### config.mk
export PLATFORM = sky130hd
export DESIGN_NAME = reset_sequencer
export DESIGN_NICKNAME = d
export VERILOG_FILES = /design/src/rtl/reset_pkg.sv /design/src/rtl/reset_sequencer.sv
export SDC_FILE = /design/constraint.sdc
export NUM_CORES = 1
export LEC_CHECK = 0
export ABC_AREA = 1
export CORE_MARGIN = 2
export CORE_UTILIZATION = 50
export DETAILED_ROUTE_END_ITERATION = 8
export GPL_ROUTABILITY_DRIVEN = 0
export GPL_TIMING_DRIVEN = 0
export PLACE_DENSITY = 0.77
export SLEW_MARGIN = 0
export SYNTH_ARGS = -nofsm -noshare
export SYNTH_HDL_FRONTEND = slang
export SYNTH_SLANG_ARGS = --single-unit
### constraint.sdc
create_clock -name clk -period 1.9 [get_ports clk]
set_input_delay 0.475 -clock clk [delete_from_list [all_inputs] [get_ports clk]]
set_output_delay 0.475 -clock clk [all_outputs]
set_load 0.02 [all_outputs]
### src/rtl/reset_pkg.sv
// Shared definitions for the reset sequencer: FSM state type and reset-cause codes.
package reset_pkg;

   typedef enum logic [1:0] {
      ST_ASSERT  = 2'd0,
      ST_RELEASE = 2'd1,
      ST_RUN     = 2'd2
   } state_e;

   localparam logic [1:0] CAUSE_POR = 2'b01;
   localparam logic [1:0] CAUSE_SW  = 2'b10;

endpackage : reset_pkg

### src/rtl/reset_sequencer.sv
// Releases N_STAGES reset domains one at a time, STAGE_DLY cycles apart, after
// power-on reset or an accepted software reset request.
// Ports:
//   clk        - single clock
//   arst_n     - async active-low reset (deassertion already synchronous to clk)
//   sw_rst_req - software reset request, level-sampled, honoured only in RUN
//   sw_rst_ack - one-cycle pulse when a software request is accepted
//   rst_n_o    - active-low per-domain resets, bit 0 released first
//   rst_done   - high while all domains are released
//   rst_cause  - cause of the last reset (01 POR, 10 SW)
module reset_sequencer
   import reset_pkg::*;
#(
   parameter int N_STAGES  = 3,
   parameter int STAGE_DLY = 16
) (
   input  logic                clk,
   input  logic                arst_n,
   input  logic                sw_rst_req,
   output logic                sw_rst_ack,
   output logic [N_STAGES-1:0] rst_n_o,
   output logic                rst_done,
   output logic [1:0]          rst_cause
);

   // Guarded so an illegal parameter reaches the error below instead of a zero-width vector.
   localparam int unsigned CNT_W = (STAGE_DLY > 1) ? $clog2(STAGE_DLY) : 1;
   localparam int unsigned IDX_W = (N_STAGES > 1) ? $clog2(N_STAGES) : 1;

   if (N_STAGES < 1 || N_STAGES > 8) begin : g_bad_n_stages
      $error("reset_sequencer: N_STAGES must be within 1..8");
   end
   if (STAGE_DLY < 2) begin : g_bad_stage_dly
      $error("reset_sequencer: STAGE_DLY must be at least 2");
   end

   localparam logic [CNT_W-1:0] CNT_LAST = CNT_W'(STAGE_DLY - 1);
   localparam logic [IDX_W-1:0] IDX_LAST = IDX_W'(N_STAGES - 1);

   state_e              state_q, state_d;
   logic [CNT_W-1:0]    cnt_q,   cnt_d;
   logic [IDX_W-1:0]    idx_q,   idx_d;
   logic [N_STAGES-1:0] rstn_q,  rstn_d;
   logic                done_q,  done_d;
   logic                ack_q,   ack_d;
   logic [1:0]          cause_q, cause_d;

   // State and output registers; reset forces the start of a POR sequence.
   always_ff @(posedge clk or negedge arst_n) begin
      if (!arst_n) begin
         state_q <= ST_ASSERT;
         cnt_q   <= '0;
         idx_q   <= '0;
         rstn_q  <= '0;
         done_q  <= 1'b0;
         ack_q   <= 1'b0;
         cause_q <= CAUSE_POR;
      end else begin
         state_q <= state_d;
         cnt_q   <= cnt_d;
         idx_q   <= idx_d;
         rstn_q  <= rstn_d;
         done_q  <= done_d;
         ack_q   <= ack_d;
         cause_q <= cause_d;
      end
   end

   // Next-state and next-output logic.
   always_comb begin
      state_d = state_q;
      cnt_d   = cnt_q;
      idx_d   = idx_q;
      rstn_d  = rstn_q;
      done_d  = done_q;
      ack_d   = 1'b0;
      cause_d = cause_q;

      case (state_q)
         ST_ASSERT: begin
            rstn_d = '0;
            done_d = 1'b0;
            if (cnt_q == CNT_LAST) begin
               rstn_d = N_STAGES'(1);
               cnt_d  = '0;
               idx_d  = IDX_W'(1);
               if (N_STAGES == 1) begin
                  state_d = ST_RUN;
                  done_d  = 1'b1;
               end else begin
                  state_d = ST_RELEASE;
               end
            end else begin
               cnt_d = cnt_q + CNT_W'(1);
            end
         end

         ST_RELEASE: begin
            if (cnt_q == CNT_LAST) begin
               // Only the currently indexed stage is released on this edge.
               for (int unsigned i = 0; i < N_STAGES; i++) begin
                  if (idx_q == IDX_W'(i)) begin
                     rstn_d[i] = 1'b1;
                  end
               end
               cnt_d = '0;
               idx_d = idx_q + IDX_W'(1);
               if (idx_q == IDX_LAST) begin
                  state_d = ST_RUN;
                  done_d  = 1'b1;
               end
            end else begin
               cnt_d = cnt_q + CNT_W'(1);
            end
         end

         ST_RUN: begin
            if (sw_rst_req) begin
               state_d = ST_ASSERT;
               rstn_d  = '0;
               done_d  = 1'b0;
               cnt_d   = '0;
               idx_d   = '0;
               ack_d   = 1'b1;
               cause_d = CAUSE_SW;
            end
         end

         default: begin
            state_d = ST_ASSERT;
            rstn_d  = '0;
            done_d  = 1'b0;
            cnt_d   = '0;
            idx_d   = '0;
         end
      endcase
   end

   assign rst_n_o    = rstn_q;
   assign rst_done   = done_q;
   assign sw_rst_ack = ack_q;
   assign rst_cause  = cause_q;

endmodule : reset_sequencer

Word-level counts from Yosys, hierarchy flattened
Index checks and enable logic that the tools add are counted.
{"block": "totals", "register_bits": 15, "input_bits": 3, "output_inout_bits": 7, "wordCells": 53}
{"block": "op_classes", "addsub": 2, "n_eq_ne": 11, "mux": 22, "reduce_logical": 9}
{"op": "2-bit inequality test (second input constant)", "count": 6}
{"op": "2-bit one-hot mux with 3 select lines", "count": 2}
{"op": "3-bit AND reduction", "count": 4}
{"op": "2-bit two-way mux", "count": 5}
{"op": "3-bit one-hot mux with 3 select lines", "count": 1}
{"op": "1-bit two-way mux", "count": 8}
{"op": "4-bit two-way mux", "count": 2}
{"op": "4-bit one-hot mux with 2 select lines", "count": 1}
{"op": "3-bit two-way mux", "count": 2}
{"op": "4-bit by 1-bit adder with 4-bit output (second input constant)", "count": 1}
{"op": "2-bit by 1-bit equality test with 1-bit output (second input constant)", "count": 2}
{"op": "2-bit equality test (second input constant)", "count": 2}
{"op": "4-bit equality test (second input constant)", "count": 1}
{"op": "2-bit logical NOT", "count": 2}
{"op": "4-bit AND reduction", "count": 1}
{"op": "2-bit by 1-bit adder with 2-bit output (second input constant)", "count": 1}
{"op": "1-bit one-hot mux with 2 select lines", "count": 1}
{"op": "2-bit AND reduction", "count": 1}
{"op": "2-bit OR reduction", "count": 1}

Logic depth before layout (Yosys ltp)
Gate-level depths: netlist of the first run.
{"block": "logic_depth", "word_depth": 4, "mapped_depth": 8, "ltp_nobuf": 8}

Worst setup path before layout of the first run
No wires, ideal clock.
{"block": "synth_timing", "path_kind": "reg-to-output", "start": "register rstn_q[2] (netlist: rst_n_o[2])", "end": "output port rst_n_o[2]", "arrival_time_ps": 626, "required_ps": 1425, "path_slack_ps": 799, "stages_incl_launch_ff": 2, "path_buffers": 1, "cell_sequence": "dfrtp_1 buf_4"}
{"element": "from (decl)", "line_no": "reset_sequencer.sv:43", "text": "logic [N_STAGES-1:0] rstn_q, rstn_d;"}
{"element": "from (signal assigned)", "line_no": "reset_sequencer.sv:62", "text": "rstn_q <= rstn_d;"}
{"element": "to (decl)", "line_no": "reset_sequencer.sv:21", "text": "output logic [N_STAGES-1:0] rst_n_o,"}
No word-level cell between the ends.

Final worst setup path of the first run
{"block": "layout_timing", "start": "register rstn_q[2] (netlist: rst_n_o[2])", "end": "output port rst_n_o[2]"}
No word-level cell between the ends.

==> metrics.md, run 1 <==
| Metric | Value |
|---|---|
| CTS tree | yes |
| FP Rows | 13 |
| Post-route ant nets | 0 |
| Met3 Use GR | under 10% |
| Register area share after synthesis | 49.73% |
| Clock power frac | between 10% and 20% |
| Largest net degree at the start of global routing | 15 |
| Least-Margin Pin Slew | between 0.6 and 0.7 ns |
| Worst Path Arrival | roughly 1.4 ns |
| Lkg Pwr | between 0.4 and 0.5 nW |
| Die ar. | around 1700 um^2 |
| Count of cell types in the netlist | 22 |
| Setup Skew | ~0.0048 ns |
| Via Count | around 540 |
| Core ar. | about 1300 um^2 |
| Cell taking the most area after synthesis | dfrtp_1 |
| RSZ-0062 raised after global routing | false |
| Drt first pass iters | 4 |
| M2 GR Usage | between 20% and 30% |
| Max-cap viol count | 0 |
| WP data required | approximately 1.4 ns |
| Tcrit/Tclk final | around 96% |
| Slowest-stage cell, CP | clkdlybuf4s50_1 |
| Number of H-tree branching levels | 1 |
| P per Cell Area | 1372 nW/um^2 |
| Initial antenna violation count | 0 |
| Critical-path maximum fanout | 3 |
| Hold_buf cts | 0 |
| Number of vias per cell | ~5.1 |
| Drt drc | 0 |
| Gate power share | about 41% |
| Clock Path Buffers | 2 |
| Worst-Skew Late Latency | between 0.2 and 0.3 ns |
| Syn_area_per_cell | between 9 and 10 um^2 |
| Nets | 99 |
| Switching part of the total power | 39.37% |
| Status | finished clean |
| Synth Warn # | 0 |
| Final setup vio count | 0 |
| Peak Freq | 548.6 MHz |
| Psw | 461.7 uW |
| Hold Fails Final Rpt | 0 |
| Max rail drop VDD | ~0.9 mV |
| #FFs+latches synth | 14 |
| Post-DR wirelength/cell | roughly 12 um |
| Share of layout cells above drive strength 1 | 21.98% |
| DR iter-0 viols | 14 |
| # clock sinks | 14 |
| Setup TNS Final | 0 ns |
| Top-area cell type share of the netlist area | between 40% and 50% |
| First-pass GRT wire length | 2090 um |
| Slew margin rel. | a little under three fifths |
| IO Count | 10 |
| Gr ovfl total | 0 |
| Layout overhead on the synthesized area | 20.89% |
| Max incr delay on CP | 0.58 ns |
| Total wire length | 1287 um |
| Chip width | ~42 um |
| Clock root cell | clkbuf_4 |
| # port buffers | 9 |
| Cts bufs inserted | 3 |
| Final Slew Violations | 0 |
| Critical path type | reg -> out |
| Vias in the first global route | 510 |
| Setup bufs post-CTS | 0 |
| Top post-synthesis cells by area | dfrtp_1 (46%), nand2_1 (8.0%), ha_1 (7.1%) |
| Startpoint Class | flip-flop |
| Reg power frac | between 40% and 50% |
| Initial Util | a little over half |
| Clock Pin Slew Worst Setup and Hold Paths | around 0.09 ns |
| Cells along the critical path | buf_4, clkdlybuf4s50_1 |
| Die Y | 41.60 um |
| DP Wirelength | ~880 um |
| Cell count after synthesis | 78 |
| GRT busiest layer | met2 |
| CP endpoint kind | primary output |
| GR Util met1 | between 15 and 20% |
| # diodes | 0 |
| Synth Cell Area | around 710 um^2 |
| Cell-internal power | roughly 710 uW |
| All-Layer GR Usage | between 10% and 20% |
| Worst min-delay path category | reg -> reg |
| Crit path time final | 1.823 ns |
| Mapped Nets | 85 |
| Util after Layout | between 60% and 70% |
[power by group through the flow]
stage	clock network (mW)	registers [mW]	logic, mW
2_1_floorplan	0	0.492	0.333
3_3_place_gp	0	0.478	0.453
3_5_place_dp	0	0.483	0.473
4_1_cts	0.220	0.476	0.482
5_1_grt	0.233	0.489	0.545
6_report	0.216	0.478	0.479
[critical path: cells and delay by family (launching register included)]
kind     cells  cell delay (ns)
flops        1             0.37
buf+inv      2             0.69
[routing by layer]
layer / wire length (um) / up-vias
li1: - / 270
met1: 594 / 249
met2: 596 / 13
met3: 52 / 4
met4: 44 / 0
met5: 0 / -
[final timing paths]
path,startpoint,end,slack (ns),depth (start not counted)
setup / recovery,rst_n_o[2],rst_n_o[2],0.08,2
max in group asynchronous,arst_n,cnt_q[3],0.90,1
hold reg to reg,rst_cause[0],rst_cause[0],0.46,2
min in group asynchronous,arst_n,rst_n_o[1],0.58,1
setup reg to reg,cnt_q[0],idx_q[0],0.67,6
hold / removal,rst_cause[0],rst_cause[0],0.46,2
[cells in the mapped netlist, drive strengths merged]
cell type  number
nand2          18
inv            16
dfrtp          13
a21oi           6
nand3           5
o21ai           5
ha              4
nor2            4
nand3b          2
buf             1
dfstp           1
nand4           1
o22ai           1
or2             1
[flip-flops by register name (all words and copies together), names as in the netlist]
name	cells
sw_rst_ack	1
idx_q	2
rst_cause	2
cnt_q	4
state_q	2
rst_n_o	3
[placed cells by master, fill, tap and decap left out, drive strengths merged]
| master | synthesis | final |
|---|---|---|
| buf | 1 | 1 |
| nand2 | 18 | 18 |
| clkbuf | 0 | 4 |
| dfrtp | 13 | 13 |
| nand4 | 1 | 1 |
| a21oi | 6 | 6 |
| dfstp | 1 | 1 |
| ha | 4 | 4 |
| nor2 | 4 | 4 |
| or2 | 1 | 1 |
| o21ai | 5 | 5 |
| clkdlybuf4s50 | 0 | 8 |
| dlymetal6s2s | 0 | 1 |
| nand3 | 5 | 5 |
| inv | 16 | 16 |
| o22ai | 1 | 1 |
| nand3b | 2 | 2 |
[what timing repair did]
action / 4_1_cts / 5_1_grt
resized for setup: 0 / 1
setup endpoints to repair: 0 / 1
hold endpoints to repair: 0 / 0
[kinds of logic after synthesis]
kind of cell	count (synthesis)	synth area share, %
adder cells (fa/ha/maj)	4	7.080
AO/OA/AOI/OAI	12	9.735
buffers and inverters	17	9.558
AND/OR/NAND/NOR	31	23.89
flip-flops	14	49.73
[final cells by class]
type | instances | area [um^2]
fill | 100 | 462.9
tap | 15 | 18.77
sequential | 14 | 351.6
multi-input combinational | 47 | 287.8
clock buffer | 4 | 36.28
buffer | 1 | 7.507
timing repair buffer | 9 | 92.59
inverter | 16 | 60.06
[metrics by stage]
step | area, um^2 | worst slack (ns) | power, mW | hold slack, ns | cells
final | 854.6 | 0.07709 | 1.173 | 0.4624 | 106
after detailed placement | 815.8 | 0.3274 | 0.9560 | 0.4411 | 102
after floorplan | 706.9 | 0.7988 | 0.8250 | 0.1794 | 78
after CTS | 852.1 | 0.006220 | 1.178 | 0.4558 | 106
after global routing | 854.6 | 0.02652 | 1.267 | 0.5004 | 106
after global placement | 815.8 | 0.3280 | 0.9303 | 0.4434 | 102
(Power assumes the default switching activity.)
==> run 2: changes to the inputs <==
CELL_PAD_IN_SITES_DETAIL_PLACEMENT = 1   (was default)
CELL_PAD_IN_SITES_GLOBAL_PLACEMENT = 1   (was default)
CORE_UTILIZATION = 41   (was 50)
PLACE_DENSITY = 0.82   (was 0.77)
==> run 2 against run 1 <==
  * Sequential cell count unchanged
  * Design area rose by 0.29%
  * Total power increased by 1.3%
  * Largest power group unchanged
  * First-iteration DRC count is 86% lower
  * Utilization shrank 14 points
  * Critical path depth unchanged
  * Clock power increased by 2%
  * Global-route usage grew 0.49 points
  * Critical endpoint unchanged
==> metrics.md, run 2 (synthesized netlist as in run 1, its figures left out) <==
| Metric | Value |
|---|---|
| Status | finished clean |
| Post-DR wirelength/cell | 13.80 um (+14%) |
| RSZ-0062 raised after global routing | false |
| Final setup vio count | 0 (unchanged) |
| DR iter-0 viols | 2 (-12) |
| Hold_buf cts | 0 (unchanged) |
| Peak Freq | 542.9 MHz (-1.0%) |
| # clock sinks | 14 (unchanged) |
| DP Wirelength | 1096 um (+24%) |
| All-Layer GR Usage | 16.78% (+0.49 points) |
| CP endpoint kind | primary output |
| Startpoint of the worst hold path | rst_cause[0] |
| Initial antenna violation count | 0 (unchanged) |
| Critical-path maximum fanout | 3 (unchanged) |
| P per Cell Area | 1386 nW/um^2 (+1.0%) |
| Most frequent cells in the layout | nand2_1 (15), inv_1 (13), dfrtp_1 (13) |
| Clock Path Buffers | 2 (unchanged) |
| FP Rows | 15 (+2) |
| Vias in the first global route | 542 (+6.3%) |
| Most common cell after layout, fill and taps aside | nand2_1 |
| Drt first pass iters | 2 (-2) |
| Share of layout cells above drive strength 1 | 21.98% (unchanged) |
| Die ar. | 2073 um^2 (+20%) |
| Worst Hold End | rst_cause[0] |
| Final Slew Violations | 0 (unchanged) |
| Slew margin rel. | 56.57% (-0.12 points) |
| Via Count | 551 (+2.8%) |
| Layout overhead on the synthesized area | 21.24% |
| IO Count | 10 (unchanged) |
| R2r endpoint | rst_n_o[2] |
| Largest net degree at the start of global routing | 15 (unchanged) |
| Power, Total | 1.188 mW (+1.3%) |
| Die Y | 45.53 um (+9.4%) |
| Clock Pin Slew Worst Setup and Hold Paths | 0.08 ns (about the same) |
| Lkg Pwr | 0.4592 nW (unchanged) |
| Drt drc | 0 (unchanged) |
| Max rail drop VDD | 0.6138 mV (-33%) |
| Worst-Skew Late Latency | 0.29 ns (about the same) |
| Number of vias per cell | 5.102 (+0.89%) |
| Setup Skew | 0.009158 ns (+0.004338 ns) |
| Clock root cell | clkbuf_4 |
| WP data required | 1.42 ns (about the same) |
| Nets | 99 (unchanged) |
| Top reg by flops | cnt_q |
| Initial Util | 42.32% (-11 points) |
| Least-Margin Pin Slew | 0.6494 ns (+0.001725 ns) |
| Worst Path Arrival | 1.37 ns (+0.02 ns) |
| Core ar. | 1670 um^2 (+27%) |
| Setup bufs post-CTS | 0 (unchanged) |
| Cts bufs inserted | 3 (unchanged) |
| Post-route ant nets | 0 (unchanged) |
| CTS tree | yes |
| Tcrit/Tclk final | 96.94% (+0.99 points) |
| Gr ovfl total | 0 (unchanged) |
| # port buffers | 9 (unchanged) |
| Reg2Reg Setup Slack | 0.55 ns (-0.12 ns) |
| Crit path time final | 1.842 ns (+0.01889 ns) |
| Max-cap viol count | 0 (unchanged) |
| # diodes | 0 (unchanged) |
| Setup TNS Final | 0 ns (unchanged) |
| FF-to-FF path depth | 7 (+1) |
| Startpoint Class | flip-flop |
| Number of H-tree branching levels | 1 (unchanged) |
| Worst r2r src | cnt_q[0] |
| Chip width | 45.53 um (+9.4%) |
| Worst min-delay path category | reg -> reg |
| First-pass GRT wire length | 2421 um (+16%) |
| WHS Path Cells | 2 (unchanged) |
| Hold Fails Final Rpt | 0 (unchanged) |
| Critical path type | reg -> out |
| Max FFs per register | 4 (unchanged) |
| Total wire length | 1490 um (+16%) |
[run 2: cell counts in the layout (fill, tap and decap cells not counted)]
Identical to the previous run, type by type.
[run 2: timing repair]
item,4_1_cts,5_1_grt
hold endpoints to repair,0,0
gates resized for setup,0,1
setup endpoints to repair,0,1
[run 2: cell type report]
class | instances | area (um^2)
multi-input cells | 47 | 287.8
repair buffers | 9 | 92.59
fillers | 196 | 813.3
clock buffers | 4 | 36.28
plain buffers | 1 | 7.507
inverters | 16 | 60.06
well taps | 17 | 21.27
flip-flops and latches | 14 | 351.6
[run 2: power breakdown]
| part | leakage, nW | switching (mW) | internal, mW |
|---|---|---|---|
| Combinational | 0.267 | 0.288 | 0.198 |
| Clock | 0.0210 | 0.103 | 0.117 |
| Sequential | 0.172 | 0.0877 | 0.394 |
[run 2: layer usage]
layer / GRT usage (%) / wire length, um / vias to the layer above
met4: 8.824 / 35 / 0
met2: 27.04 / 747 / 10
met1: 20.79 / 661 / 267
li1: - / - / 269
met3: 3.571 / 45 / 5
met5: 0 / 0 / -
[run 2: worst max path at each step]
stage                         endpoint  slack [ns]  depth (start not counted)          from
after detailed placement  rst_cause[0]        0.32                          1  rst_cause[0]
after CTS                 rst_cause[0]       0.004                          1  rst_cause[0]
after global placement    rst_cause[0]        0.32                          1  rst_cause[0]
after floorplan             rst_n_o[2]        0.80                          1    rst_n_o[2]
after global routing        rst_n_o[2]        0.02                          2    rst_n_o[2]
final                       rst_n_o[2]        0.06                          2    rst_n_o[2]
[run 2: per-stage QoR]
step	instances	util [%]	hold slack (ns)	setup WS (ns)	cell area [um^2]
6_report	108	51.31	0.4571	0.05821	857.1
2_1_floorplan	78	-	0.1794	0.7988	706.9
5_1_grt	108	51.31	0.4693	0.01627	857.1
3_5_place_dp	104	48.99	0.4510	0.3216	818.3
3_3_place_gp	104	48.99	0.4410	0.3248	818.3
4_1_cts	108	51.16	0.4633	0.004089	854.6
[run 2: worst max-delay path, cell delays in order (launching register included)]
cell and delay [ns]:
dfrtp_1 0.38, buf_4 0.11, clkdlybuf4s50_1 0.59
==> run 3: changes to the inputs <==
ABC_CLOCK_PERIOD_IN_PS = 1900   (was default)
PLACE_DENSITY = default   (was 0.82)
PLACE_DENSITY_LB_ADDON = 0.1   (was default)
==> run 3 against run 2 <==
  * Combinational power is 2% lower
  * Sequential share of layout area stayed put
  * Critical path type unchanged
  * Via count is 0.36% higher
  * Total power is 1.3% lower
  * Setup slack better by 0.017 ns
  * Fmax is 0.95% higher
  * Design area stayed put
==> metrics.md, run 3 (synthesized netlist as in run 1, its figures left out) <==
| Metric | Value |
|---|---|
| Post-route ant nets | 0 (unchanged) |
| Multi-input logic area | 287.8 um^2 (unchanged) |
| Drt drc | 0 (unchanged) |
| Cells along the critical path | buf_4, clkdlybuf4s50_1 |
| Worst Path Arrival | 1.35 ns (-0.02 ns) |
| Number of fill cells in the layout | 191 (-2.6%) |
| Hold_buf cts | 0 (unchanged) |
| Core ar. | 1670 um^2 (unchanged) |
| Setup bufs post-CTS | 0 (unchanged) |
| Power, Total | 1.173 mW (-1.3%) |
| Max rail drop VDD | 0.5363 mV (-13%) |
| Slowest-stage cell, CP | clkdlybuf4s50_1 |
| Chip width | 45.53 um (unchanged) |
| Max FFs per register | 4 (unchanged) |
| Drt first pass iters | 4 (+2) |
| Nets | 99 (unchanged) |
| Vias in the first global route | 547 (+0.92%) |
| Slew margin rel. | 58.02% (+1.4 points) |
| WHS Path Cells | 2 (unchanged) |
| Status | finished clean |
| Cell-internal power | 708.7 uW (about the same) |
| CP endpoint kind | primary output |
| Most frequent cells in the layout | nand2_1 (15), inv_1 (13), dfrtp_1 (13) |
| Post-DR wirelength/cell | 12.31 um (-11%) |
| Lkg Pwr | 0.4592 nW (unchanged) |
| Largest net degree at the start of global routing | 15 (unchanged) |
| Clock power frac | 18.5% (about the same) |
| Critical path type | reg -> out |
| R2r endpoint | rst_n_o[0] |
| Hold Fails Final Rpt | 0 (unchanged) |
| Peak Freq | 548.1 MHz (+0.95%) |
| Die ar. | 2073 um^2 (unchanged) |
| Least-Margin Pin Slew | 0.6278 ns (-0.02167 ns) |
| Switching part of the total power | 39.56% (-0.76 points) |
| Initial antenna violation count | 0 (unchanged) |
| Startpoint of the worst hold path | rst_cause[0] |
| Number of H-tree branching levels | 1 (unchanged) |
| # diodes | 0 (unchanged) |
| Crit path time final | 1.824 ns (-0.01732 ns) |
| Sequential cell area | 351.6 um^2 (unchanged) |
| Top reg by flops | cnt_q |
| Worst Hold End | rst_cause[0] |
| Clock root cell | clkbuf_4 |
| Reg2Reg Setup Slack | 0.68 ns (+0.13 ns) |
| Critical-path maximum fanout | 3 (unchanged) |
| Tcrit/Tclk final | 96.02% (-0.91 points) |
| WP data required | 1.42 ns (about the same) |
| DR iter-0 viols | 7 (+5) |
| Final setup vio count | 0 (unchanged) |
| Post-Layout Inst Area | 857.1 um^2 (unchanged) |
| Clock Path Buffers | 2 (unchanged) |
| Via Count | 553 (+0.36%) |
| RSZ-0062 raised after global routing | false |
| Worst r2r src | cnt_q[0] |
| All-Layer GR Usage | 16.35% (-0.43 points) |
| FP Rows | 15 (unchanged) |
| # port buffers | 9 (unchanged) |
| Cts bufs inserted | 3 (unchanged) |
| Initial Util | 42.32% (unchanged) |
| IO Count | 10 (unchanged) |
| Gr ovfl total | 0 (unchanged) |
| Placed standard-cell area | 818.3 um^2 (unchanged) |
| # clock sinks | 14 (unchanged) |
| Worst-Skew Late Latency | 0.28 ns (about the same) |
| Final Slew Violations | 0 (unchanged) |
| Worst min-delay path category | reg -> reg |
| FF-to-FF path depth | 5 (-2) |
| Clock Pin Slew Worst Setup and Hold Paths | 0.09 ns (about the same) |
| First-pass GRT wire length | 2394 um (-1.1%) |
| Most common cell after layout, fill and taps aside | nand2_1 |
| Share of layout cells above drive strength 1 | 21.98% (unchanged) |
| Gate power share | 40.6% (-0.3 points) |
| Setup Skew | 0.003433 ns (-0.005724 ns) |
| Max incr delay on CP | 0.59 ns (about the same) |
| Total wire length | 1330 um (-11%) |
| Layout overhead on the synthesized area | 21.24% (unchanged) |
| CTS tree | yes |
| P per Cell Area | 1368 nW/um^2 (-1.3%) |
| Die Y | 45.53 um (unchanged) |
| Util after Layout | 51.31% (unchanged) |
| Setup TNS Final | 0 ns (unchanged) |
| Max-cap viol count | 0 (unchanged) |
| Psw | 463.9 uW (-3.2%) |
| Number of vias per cell | 5.120 (+0.36%) |
| DP Wirelength | 1030 um (-6.1%) |
| Startpoint Class | flip-flop |
| Reg power frac | 40.9% (+0.4 points) |
| Cts repair resizes | 0 (unchanged) |
-- run 3: cell counts in the layout (fill, tap and decap cells not counted) --
Identical to the previous run, type by type.
-- run 3: power groups by stage --
| stage | combinational, mW | clock [mW] | sequential, mW |
|---|---|---|---|
| after floorplan | 0.333 | 0 | 0.492 |
| after global placement | 0.466 | 0 | 0.482 |
| after detailed placement | 0.481 | 0 | 0.488 |
| after CTS | 0.489 | 0.220 | 0.481 |
| after global routing | 0.554 | 0.235 | 0.501 |
| final | 0.476 | 0.217 | 0.480 |
-- run 3: per-layer routing --
layer	up-vias	wire, um	global-route usage (%)
li1	270	-	-
met3	4	44	3.571
met1	272	612	21.05
met2	7	659	26.20
met4	0	14	7.059
met5	-	0	0
-- run 3: how the worst max path moves through the flow --
stage                            start  cells after the start  slack [ns]      endpoint
after floorplan             rst_n_o[2]                      1        0.80    rst_n_o[2]
after global placement    rst_cause[0]                      1        0.33  rst_cause[0]
after detailed placement  rst_cause[0]                      1        0.31  rst_cause[0]
after CTS                 rst_cause[0]                      1       0.004  rst_cause[0]
after global routing        rst_n_o[2]                      2        0.02    rst_n_o[2]
final                       rst_n_o[2]                      2        0.08    rst_n_o[2]
-- run 3: area by class of cell --
cell class,instances,share of cell area [%]
sequential,14,41.02
multi-input combinational,47,33.58
timing repair buffer,9,10.80
inverter,16,7.007
clock buffer,4,4.234
tap,17,2.482
buffer,1,0.8759
-- run 3: worst max-delay path: cells and delay by family, from the launching register on --
kind,cells,cell delay [ns]
buffers and inverters,2,0.70
DFF,1,0.38
-- run 3: through the flow --
step	std cells	hold slack, ns	setup slack, ns
after detailed placement	104	0.4479	0.3140
after floorplan	78	0.1794	0.7988
after CTS	108	0.4616	0.003898
after global routing	108	0.4820	0.01522
final	108	0.4567	0.07553
after global placement	104	0.4424	0.3274
